## src/rtl/sw_debounce_pkg.sv

```systemverilog
`default_nettype none
// ============================================================================
// Module      : sw_debounce_pkg
// Description : Shared definitions for the multi-channel switch conditioner.
//               - per-channel state encoding
//               - raw-polarity normalisation helper
//               - counter-width helper
// Revision    : 1.0  initial release
// ============================================================================
package sw_debounce_pkg;

    // Per-channel conditioner state.
    typedef enum logic [1:0] {
        ST_IDLE    = 2'd0,
        ST_PRESSED = 2'd1,
        ST_HELD    = 2'd2
    } ch_state_e;

    // Width needed for a counter that must hold 0..limit. A zero limit
    // still gets one bit so the vector stays legal.
    function automatic int cnt_width(input int limit);
        return (limit < 1) ? 1 : $clog2(limit + 1);
    endfunction

    // Map a raw switch bit onto pressed = 1.
    function automatic logic norm_pressed(input logic raw, input bit active_low);
        return active_low ? ~raw : raw;
    endfunction

endpackage
`default_nettype wire

```

## src/rtl/sw_debounce_ch.sv

```systemverilog
`default_nettype none
// ============================================================================
// Module      : sw_debounce_ch
// Description : One switch channel: counted stability filter on the shared
//               sample tick, IDLE/PRESSED/HELD state machine, and registered
//               single-cycle press/release/long/repeat strobes.
// Ports       : clk, rst_n        clock, async active-low reset
//               i_tick            one-cycle sample strobe from the prescaler
//               i_sample          synchronised switch bit, 1 = pressed
//               o_level           debounced level, 1 = pressed
//               o_press/o_release strobe on debounced press / release
//               o_long            strobe when a press reaches LONG_TICKS
//               o_repeat          strobe with o_long, then every REPEAT_TICKS
// Revision    : 1.0  initial release
// ============================================================================
module sw_debounce_ch
    import sw_debounce_pkg::*;
#(
    parameter int STABLE_TICKS = 3,
    parameter int LONG_TICKS   = 100,
    parameter int REPEAT_TICKS = 20
) (
    input  logic clk,
    input  logic rst_n,
    input  logic i_tick,
    input  logic i_sample,
    output logic o_level,
    output logic o_press,
    output logic o_release,
    output logic o_long,
    output logic o_repeat
);

    localparam int c_stab_w = cnt_width(STABLE_TICKS);
    localparam int c_hold_w = cnt_width(LONG_TICKS);
    localparam int c_rep_w  = cnt_width(REPEAT_TICKS);

    // Counters are compared against limit-1 before incrementing, so the
    // terminal event happens on the tick whose incremented value hits limit.
    localparam logic [c_stab_w-1:0] c_stab_last = c_stab_w'(STABLE_TICKS - 1);
    localparam logic [c_hold_w-1:0] c_hold_last = c_hold_w'(LONG_TICKS - 1);
    localparam logic [c_rep_w-1:0]  c_rep_last  =
        c_rep_w'((REPEAT_TICKS > 0) ? REPEAT_TICKS - 1 : 0);
    localparam bit c_rep_en = (REPEAT_TICKS > 0);

    ch_state_e             state_q,   state_d;
    logic                  level_q,   level_d;
    logic                  press_q,   press_d;
    logic                  release_q, release_d;
    logic                  long_q,    long_d;
    logic                  repeat_q,  repeat_d;
    logic [c_stab_w-1:0]   stab_q,    stab_d;
    logic [c_hold_w-1:0]   hold_q,    hold_d;
    logic [c_rep_w-1:0]    rep_q,     rep_d;
    logic                  w_flip;

    always_ff @(posedge clk or negedge rst_n) begin
        if (!rst_n) begin
            state_q   <= ST_IDLE;
            level_q   <= 1'b0;
            press_q   <= 1'b0;
            release_q <= 1'b0;
            long_q    <= 1'b0;
            repeat_q  <= 1'b0;
            stab_q    <= '0;
            hold_q    <= '0;
            rep_q     <= '0;
        end else begin
            state_q   <= state_d;
            level_q   <= level_d;
            press_q   <= press_d;
            release_q <= release_d;
            long_q    <= long_d;
            repeat_q  <= repeat_d;
            stab_q    <= stab_d;
            hold_q    <= hold_d;
            rep_q     <= rep_d;
        end
    end

    always_comb begin
        state_d   = state_q;
        level_d   = level_q;
        press_d   = 1'b0;
        release_d = 1'b0;
        long_d    = 1'b0;
        repeat_d  = 1'b0;
        stab_d    = stab_q;
        hold_d    = hold_q;
        rep_d     = rep_q;
        w_flip    = 1'b0;

        // Stability filter: any agreeing sample restarts the count.
        if (i_tick) begin
            if (i_sample != level_q) begin
                if (stab_q == c_stab_last) begin
                    w_flip = 1'b1;
                    stab_d = '0;
                end else begin
                    stab_d = stab_q + 1'b1;
                end
            end else begin
                stab_d = '0;
            end
        end

        // The debounced level is 1 exactly when the state is not IDLE, so a
        // flip always means press from IDLE and release otherwise.
        case (state_q)
            ST_IDLE: begin
                hold_d = '0;
                rep_d  = '0;
                if (w_flip) begin
                    state_d = ST_PRESSED;
                    level_d = 1'b1;
                    press_d = 1'b1;
                end
            end
            ST_PRESSED: begin
                if (w_flip) begin
                    state_d   = ST_IDLE;
                    level_d   = 1'b0;
                    release_d = 1'b1;
                    hold_d    = '0;
                end else if (i_tick) begin
                    if (hold_q == c_hold_last) begin
                        state_d  = ST_HELD;
                        long_d   = 1'b1;
                        repeat_d = c_rep_en;
                        rep_d    = '0;
                    end else begin
                        hold_d = hold_q + 1'b1;
                    end
                end
            end
            ST_HELD: begin
                // A release on this tick wins over any repeat due now.
                if (w_flip) begin
                    state_d   = ST_IDLE;
                    level_d   = 1'b0;
                    release_d = 1'b1;
                    hold_d    = '0;
                    rep_d     = '0;
                end else if (i_tick && c_rep_en) begin
                    if (rep_q == c_rep_last) begin
                        repeat_d = 1'b1;
                        rep_d    = '0;
                    end else begin
                        rep_d = rep_q + 1'b1;
                    end
                end
            end
            default: begin
                state_d = ST_IDLE;
                level_d = 1'b0;
                hold_d  = '0;
                rep_d   = '0;
            end
        endcase
    end

    assign o_level   = level_q;
    assign o_press   = press_q;
    assign o_release = release_q;
    assign o_long    = long_q;
    assign o_repeat  = repeat_q;

endmodule
`default_nettype wire

```

## src/rtl/sw_debounce_multi.sv

```systemverilog
`default_nettype none
// ============================================================================
// Module      : sw_debounce_multi
// Description : Multi-channel push-button conditioner. Two-flop synchroniser
//               per switch, one shared sample-tick prescaler, and NUM_CH
//               independent sw_debounce_ch channels.
// Ports       : clk, rst_n  clock, async active-low reset
//               i_sw        raw switch inputs (asynchronous)
//               o_level     debounced levels, 1 = pressed
//               o_press     press strobes      o_release  release strobes
//               o_long      long-press strobes o_repeat   auto-repeat strobes
// Revision    : 1.0  initial release
// ============================================================================
module sw_debounce_multi
    import sw_debounce_pkg::*;
#(
    parameter int NUM_CH       = 3,
    parameter bit ACTIVE_LOW   = 1'b1,
    parameter int TICK_DIV     = 500000,
    parameter int STABLE_TICKS = 3,
    parameter int LONG_TICKS   = 100,
    parameter int REPEAT_TICKS = 20
) (
    input  logic              clk,
    input  logic              rst_n,
    input  logic [NUM_CH-1:0] i_sw,
    output logic [NUM_CH-1:0] o_level,
    output logic [NUM_CH-1:0] o_press,
    output logic [NUM_CH-1:0] o_release,
    output logic [NUM_CH-1:0] o_long,
    output logic [NUM_CH-1:0] o_repeat
);

    localparam int                  c_div_w    = cnt_width(TICK_DIV - 1);
    localparam logic [c_div_w-1:0]  c_div_last = c_div_w'(TICK_DIV - 1);
    // Synchronisers reset to the released raw level so no phantom press
    // appears when reset is removed with all switches open.
    localparam logic [NUM_CH-1:0]   c_sync_rst = {NUM_CH{ACTIVE_LOW}};

    logic [NUM_CH-1:0]  sync1_q;
    logic [NUM_CH-1:0]  sync2_q;
    logic [c_div_w-1:0] div_q, div_d;
    logic               w_tick;

    always_ff @(posedge clk or negedge rst_n) begin
        if (!rst_n) begin
            sync1_q <= c_sync_rst;
            sync2_q <= c_sync_rst;
        end else begin
            sync1_q <= i_sw;
            sync2_q <= sync1_q;
        end
    end

    assign w_tick = (div_q == c_div_last);
    assign div_d  = w_tick ? '0 : div_q + 1'b1;

    always_ff @(posedge clk or negedge rst_n) begin
        if (!rst_n) begin
            div_q <= '0;
        end else begin
            div_q <= div_d;
        end
    end

    for (genvar gi = 0; gi < NUM_CH; gi++) begin : g_ch
        logic w_sample;

        assign w_sample = norm_pressed(sync2_q[gi], ACTIVE_LOW);

        sw_debounce_ch #(
            .STABLE_TICKS (STABLE_TICKS),
            .LONG_TICKS   (LONG_TICKS),
            .REPEAT_TICKS (REPEAT_TICKS)
        ) u_ch (
            .clk       (clk),
            .rst_n     (rst_n),
            .i_tick    (w_tick),
            .i_sample  (w_sample),
            .o_level   (o_level[gi]),
            .o_press   (o_press[gi]),
            .o_release (o_release[gi]),
            .o_long    (o_long[gi]),
            .o_repeat  (o_repeat[gi])
        );
    end

endmodule
`default_nettype wire
```

## config.mk

```make
export PLATFORM = sky130hd
export DESIGN_NAME = sw_debounce_multi
export DESIGN_NICKNAME = d
export VERILOG_FILES = /design/src/rtl/sw_debounce_pkg.sv /design/src/rtl/sw_debounce_ch.sv /design/src/rtl/sw_debounce_multi.sv
export SDC_FILE = /design/constraint.sdc
export NUM_CORES = 1
export LEC_CHECK = 0
export ABC_AREA = 0
export CAP_MARGIN = 40
export CORE_ASPECT_RATIO = 1.2
export CORE_UTILIZATION = 56
export DETAILED_ROUTE_END_ITERATION = 10
export GPL_ROUTABILITY_DRIVEN = 0
export PLACE_DENSITY = 0.74
export SYNTH_ARGS = -nofsm -noshare
export SYNTH_HDL_FRONTEND = slang
export SYNTH_HIERARCHICAL = 1
export SYNTH_SLANG_ARGS = --single-unit
```

## constraint.sdc

```tcl
create_clock -name clk -period 4.42 [get_ports clk]
set_input_delay 0.663 -clock clk [delete_from_list [all_inputs] [get_ports clk]]
set_output_delay 0.663 -clock clk [all_outputs]
set_load 0.02 [all_outputs]
```

# --- Yosys cells after proc, flatten, opt, wreduce, memory -nomap -nowiden ---
# Index checks and enable logic that the tools add are counted.
totals:
  input_bits: 5
  reg_bits: 88
  word_cells: 222
classes:
  muxes: 112
  addsub: 10
  eq_ne: 49
  n_reduce_logical: 18
  bitwise_logic: 3
ops:
  columns: ["operator", "n"]
  rows:
  - ["$mux W5", 18]
  - ["$mux W7", 12]
  - ["$mux W1", 45]
  - ["$mux W2", 21]
  - ["$pmux W7 S2", 3]
  - ["$pmux W5 S2", 3]
  - ["$ne A3 B2 Y1 const B", 9]
  - ["$ne A2 B1 Y1 const B", 12]
  - ["$reduce_and A4 Y1", 6]
  - ["$add A7 B1 Y7 const B", 3]
  - ["$eq A7 B7 Y1 const B", 3]
  - ["$add A19 B1 Y19 const B", 1]
  - ["$eq A19 B19 Y1 const B", 1]
  - ["$mux W19", 1]
  - ["$pmux W2 S3", 3]
  - ["$add A5 B1 Y5 const B", 3]
  - ["$eq A5 B5 Y1 const B", 3]
  - ["$eq A2 B2 Y1 const B", 6]
  - ["$ne A2 B2 Y1 const B", 6]
  - ["$pmux W1 S2", 6]
  - ["$ne A3 B1 Y1 const B", 3]
  - ["$reduce_and A3 Y1", 3]
  - ["$add A2 B1 Y2 const B", 3]
  - ["$eq A2 B1 Y1 const B", 3]
  - ["other kinds (5)", 15]

# --- Longest topological paths before layout ---
depth:
  ltp_word: 6
  ltp_mapped: 7
  depth_no_buf: 7

# --- By module ---
# The synthesis kept the hierarchy.
by_module_without_submodules:
  columns: ["mod", "n_inst", "cells_each", "area_each_um2"]
  rows:
  - ["sw_debounce_ch", 3, 126, 1242.4]
  - ["sw_debounce_multi", 1, 97, 1094.8]

# --- Worst setup path before layout ---
# OpenSTA, ideal clock, no wires.
synth_path:
  path_type: "reg-to-reg"
  from: "register div_q[12]"
  to: "register g_ch[0].u_ch.hold_q[3]"
  arrival_ns: 3.149
  required_time_ns: 4.293
  synth_period_minus_slack_ns: 3.275
  path_buffers: 0
  path_slack_ns: 1.145
  stages_incl_launch_ff: 8
  path_cell_list: "dfrtp_1 > nor4b_2 > nand4_1 > nor4_1 > nand3b_1 > o21ai_0 > o211ai_2 > a221o_2"
synth_between:
  elab_chain_len: 4
synth_rtl:
  columns: ["item", "line", "rtl"]
  rows:
  - ["from (decl)", "sw_debounce_multi.sv:42", "logic [c_div_w-1:0] div_q, div_d;"]
  - ["from (signal assigned)", "sw_debounce_multi.sv:62", "div_q <= div_d;"]
  - ["$eq A19 B19 Y1 (*)", "sw_debounce_multi.sv:55", "assign w_tick = (div_q == c_div_last);"]
  - ["via w_tick", "sw_debounce_multi.sv:43", "logic w_tick;"]
  - ["$mux W1", "sw_debounce_ch.sv:94", "if (i_tick) begin"]
  - ["$ne A3 B2 Y1 (no source line), or another cell as far along", null, null]
  - ["$reduce_and A3 Y1 (no source line) or $pmux W7 S2 (tied branches)", null, null]
  - ["to (signal assigned)", "sw_debounce_ch.sv:76", "hold_q <= hold_d;"]
  - ["to (decl)", "sw_debounce_ch.sv:53", "logic [c_hold_w-1:0] hold_q, hold_d;"]
# The timed path passes the listed nets; every way through them passes the cells marked *.
# A chain may end at the register's enable or synchronous reset.

# --- Worst setup path in the final report ---
layout_path:
  from: "register div_q[0]"
  to: "register g_ch[0].u_ch.hold_q[3]"
# Same word-level chain as after synthesis.

==> out/qor.yml <==
sta:
  skew_ps: 10.4
  hold_viol_final: 0
  setup_viol: 0
  slew_headroom_pct: 61.0
  drv_slew: 0
  tightest_slew_ps: 579
  holdWs_ps: 284
  rsz0062_at_grt: "no"
  tns_ps: 0
  layout_worst_path_cycle_share_pct: 72.9
  period_needed_ps: 3220
  clock.fmax_ghz: 0.310
drt:
  routed_wl_um: 9050
  dr.pass1.iters: 4
  drt_first_iter_violations: 134
  ant_nets: 0
  num_vias: 3673
  post_drt_wl_per_cell_um: 14.7
  viasPerCell: 5.95
  remaining_drc_errors: 0
clocking:
  cts_tree: "yes"
  cts_setup_buffers: 0
  cts_max_path_buffers: 2
  htreeDepth: 3
  cts_hold_buf: 0
  clkLatencyLatePin_ps: 360
  cts.sinks: 88
  cts.clk_slew.worst_paths_ps: 90
  cts-resized-gates: 0
  numCtsBuffers: 9
  clockRootBuffer: "clkbuf_8"
worst_setup_path:
  startpoint_type: "flip-flop"
  r2r_cells: 8
  startpoint: "div_q[0]"
  crit_path_cell_trace: "ha_1, nand4_1, nor4_2, buf_4, nand3b_1, o21ai_0, o211ai_2, a221o_2"
  cp-end-kind: "flip-flop"
  r2r-start: "div_q[0]"
  cpMaxStageDelayCell: "o21ai_0"
  arrival_ps: 3480
  critPathRequiredTime_ps: 4670
  crit_path_max_incr_delay_ps: 510
  cp_max_fo: 42
  timing.rr.end: "g_ch[0].u_ch/hold_q[3]"
  worstSetupPathType: "flip-flop to flip-flop"
  worst-r2r-setup-slack_ps: 1200
finish:
  drive_gt1_share_pct: 10.9
  mostFrequentLayoutCell: "dfrtp_1"
  final_area_sq_mm: 0.00541
  nFillCells: 658
  antennaDiodeCount: 0
  finish.net_count: 522
  layout-area-overhead-vs-synth_pct: 12.2
  layout_common_cells: "dfrtp_1 (82), nor2_1 (41), inv_1 (38), nand2_1 (27), ha_1 (19)"
placed_design:
  dp_hpwl_um: 6450
  portBuffers: 19
  placed_area_sq_mm: 0.00516
power:
  vdd_ir_drop_max_v: 0.000159
  leakage_nw: 2.32
  pwr_density_cell_mw_per_mm2: 282
synthesis:
  synth.avg_cell_area_sq_um: 10.2
  synthSimpleGateAreaFrac_pct: 18.6
  yosysSeqAreaShare_pct: 45.8
  synth-edff-count: 0
  muxShareOfSynthArea_pct: 2.85
  synthArstFlopShare_pct: 100
  yosys_warnings: 6
  synth_seq_cells: 88
  syn_nets: 499
  synthAdderAreaFrac_pct: 4.93
  synth_compound_area_share_pct: 19.1
  synth_xor_area_share_pct: 4.90
  ys_types: 53
  synth_top_family_by_area: "compound AO/OA/AOI/OAI gates"
  postSynthCellCount: 475
  ys.flop_type: "dfrtp_1"
  syn_area_sq_mm: 0.00482
die:
  die_h_um: 104
  core_area_sq_mm: 0.00824
  rows: 36
  dieArea_sq_mm: 0.00899
  start_util_pct: 58.5
  ioPinCount: 20
  die_w_um: 86.7
global_routing:
  overflow: 0
  antenna_found_initial: 0
  grt_first_pass_wirelength_um: 15700
  grt.total_usage_pct: 21.8
  grt_pass1_vias: 3503
  grt_max_degree: 47
hold_path:
  min_path_type: "input pin to async pin"
flow_run:
  cap_violations: 0
status:
  status: "completed"
## synth_stat cells, types with 4 or more instances
cell	count	share of area, %
a211oi_1	9	1.4
a21oi_1	11	1.1
a22o_1	9	1.6
a31oi_1	6	0.78
and2_1	7	0.91
and3_1	6	0.78
clkbuf_1	6	0.47
dfrtp_1	82	43
dfstp_2	6	3.3
ha_1	19	4.9
inv_1	38	3.0
mux2_2	6	1.4
mux2i_1	7	1.5
nand2_1	27	2.1
nand2b_1	12	1.6
nand3_1	18	1.9
nand4_1	10	1.3
nor2_1	41	3.2
nor3_1	14	1.5
nor4_1	10	1.3
o21a_1	6	0.93
o21ai_0	12	1.2
o21ai_1	4	0.42
o22a_1	6	1.1
o22ai_1	9	1.2
xnor2_1	13	2.4
xor2_1	14	2.5
## state kept, by name (all words and copies together), names as in the netlist, 6 cells and up
register           flops
g_ch.u_ch/state_q      6
g_ch.u_ch/stab_q       6
div_q                 19
g_ch.u_ch/hold_q      21
g_ch.u_ch/rep_q       15
## area by class of cell
cell class	count	area, sq um	area share (%)
tap	114	143	2.64
sequential	88	2210	40.8
clock buffer	11	151	2.80
multi-input combinational	340	2440	45.1
inverter	38	143	2.64
timing repair buffer	21	223	4.12
clock inverter	5	103	1.90
## through the flow
stage	setup WS (ps)	utilization, %	total power [W]	instances
floorplan	1140	-	0.000832	475
global placement	1380	62.2	0.000852	600
detailed placement	1270	62.6	0.000856	601
finish	1200	65.6	0.00153	617
global route	933	65.6	0.00158	617
CTS	1250	65.6	0.00155	617
## critical path, delay by kind of cell, from the launching register on
family,cells,cell delay [ps]
buf+inv,1,400
simple gates,3,790
fa+ha+maj,1,230
compound gates,3,1250
flops,1,420
## where the power goes
part	switching, W	internal, W
Clock	0.000282	0.000405
Combinational	0.0000209	0.00000730
Sequential	0.000000875	0.000809
Total	0.000303	0.00122
## per-layer routing
| layer | global-route usage [%] | vias to the layer above | routed length (um) |
|---|---|---|---|
| met5 | 0 | - | 0 |
| met4 | 8.57 | 0 | 172 |
| met3 | 4.46 | 14 | 340 |
| met2 | 35.0 | 73 | 4420 |
| met1 | 28.6 | 1789 | 4110 |
| li1 | - | 1797 | - |
## logic make-up (layout without fill, tap and decap cells)
| logic type | after synthesis | count (layout) |
|---|---|---|
| AOI/OAI and AO/OA | 117 | 117 |
| buffers and inverters | 47 | 75 |
| xor gates and xnor gates | 27 | 27 |
| adders and majority gates | 19 | 19 |
| muxes | 13 | 13 |
| and+or+nand+nor | 164 | 164 |
| DFF | 88 | 88 |
## how the worst max path moves through the flow
stage,end
4_1_cts,g_ch[1].u_ch/hold_q[3]
5_1_grt,g_ch[1].u_ch/hold_q[3]
3_3_place_gp,g_ch[1].u_ch/hold_q[3]
2_1_floorplan,g_ch[0].u_ch/hold_q[3]
3_5_place_dp,g_ch[1].u_ch/hold_q[3]
6_report,g_ch[0].u_ch/hold_q[3]
(Power assumes the default switching activity.)
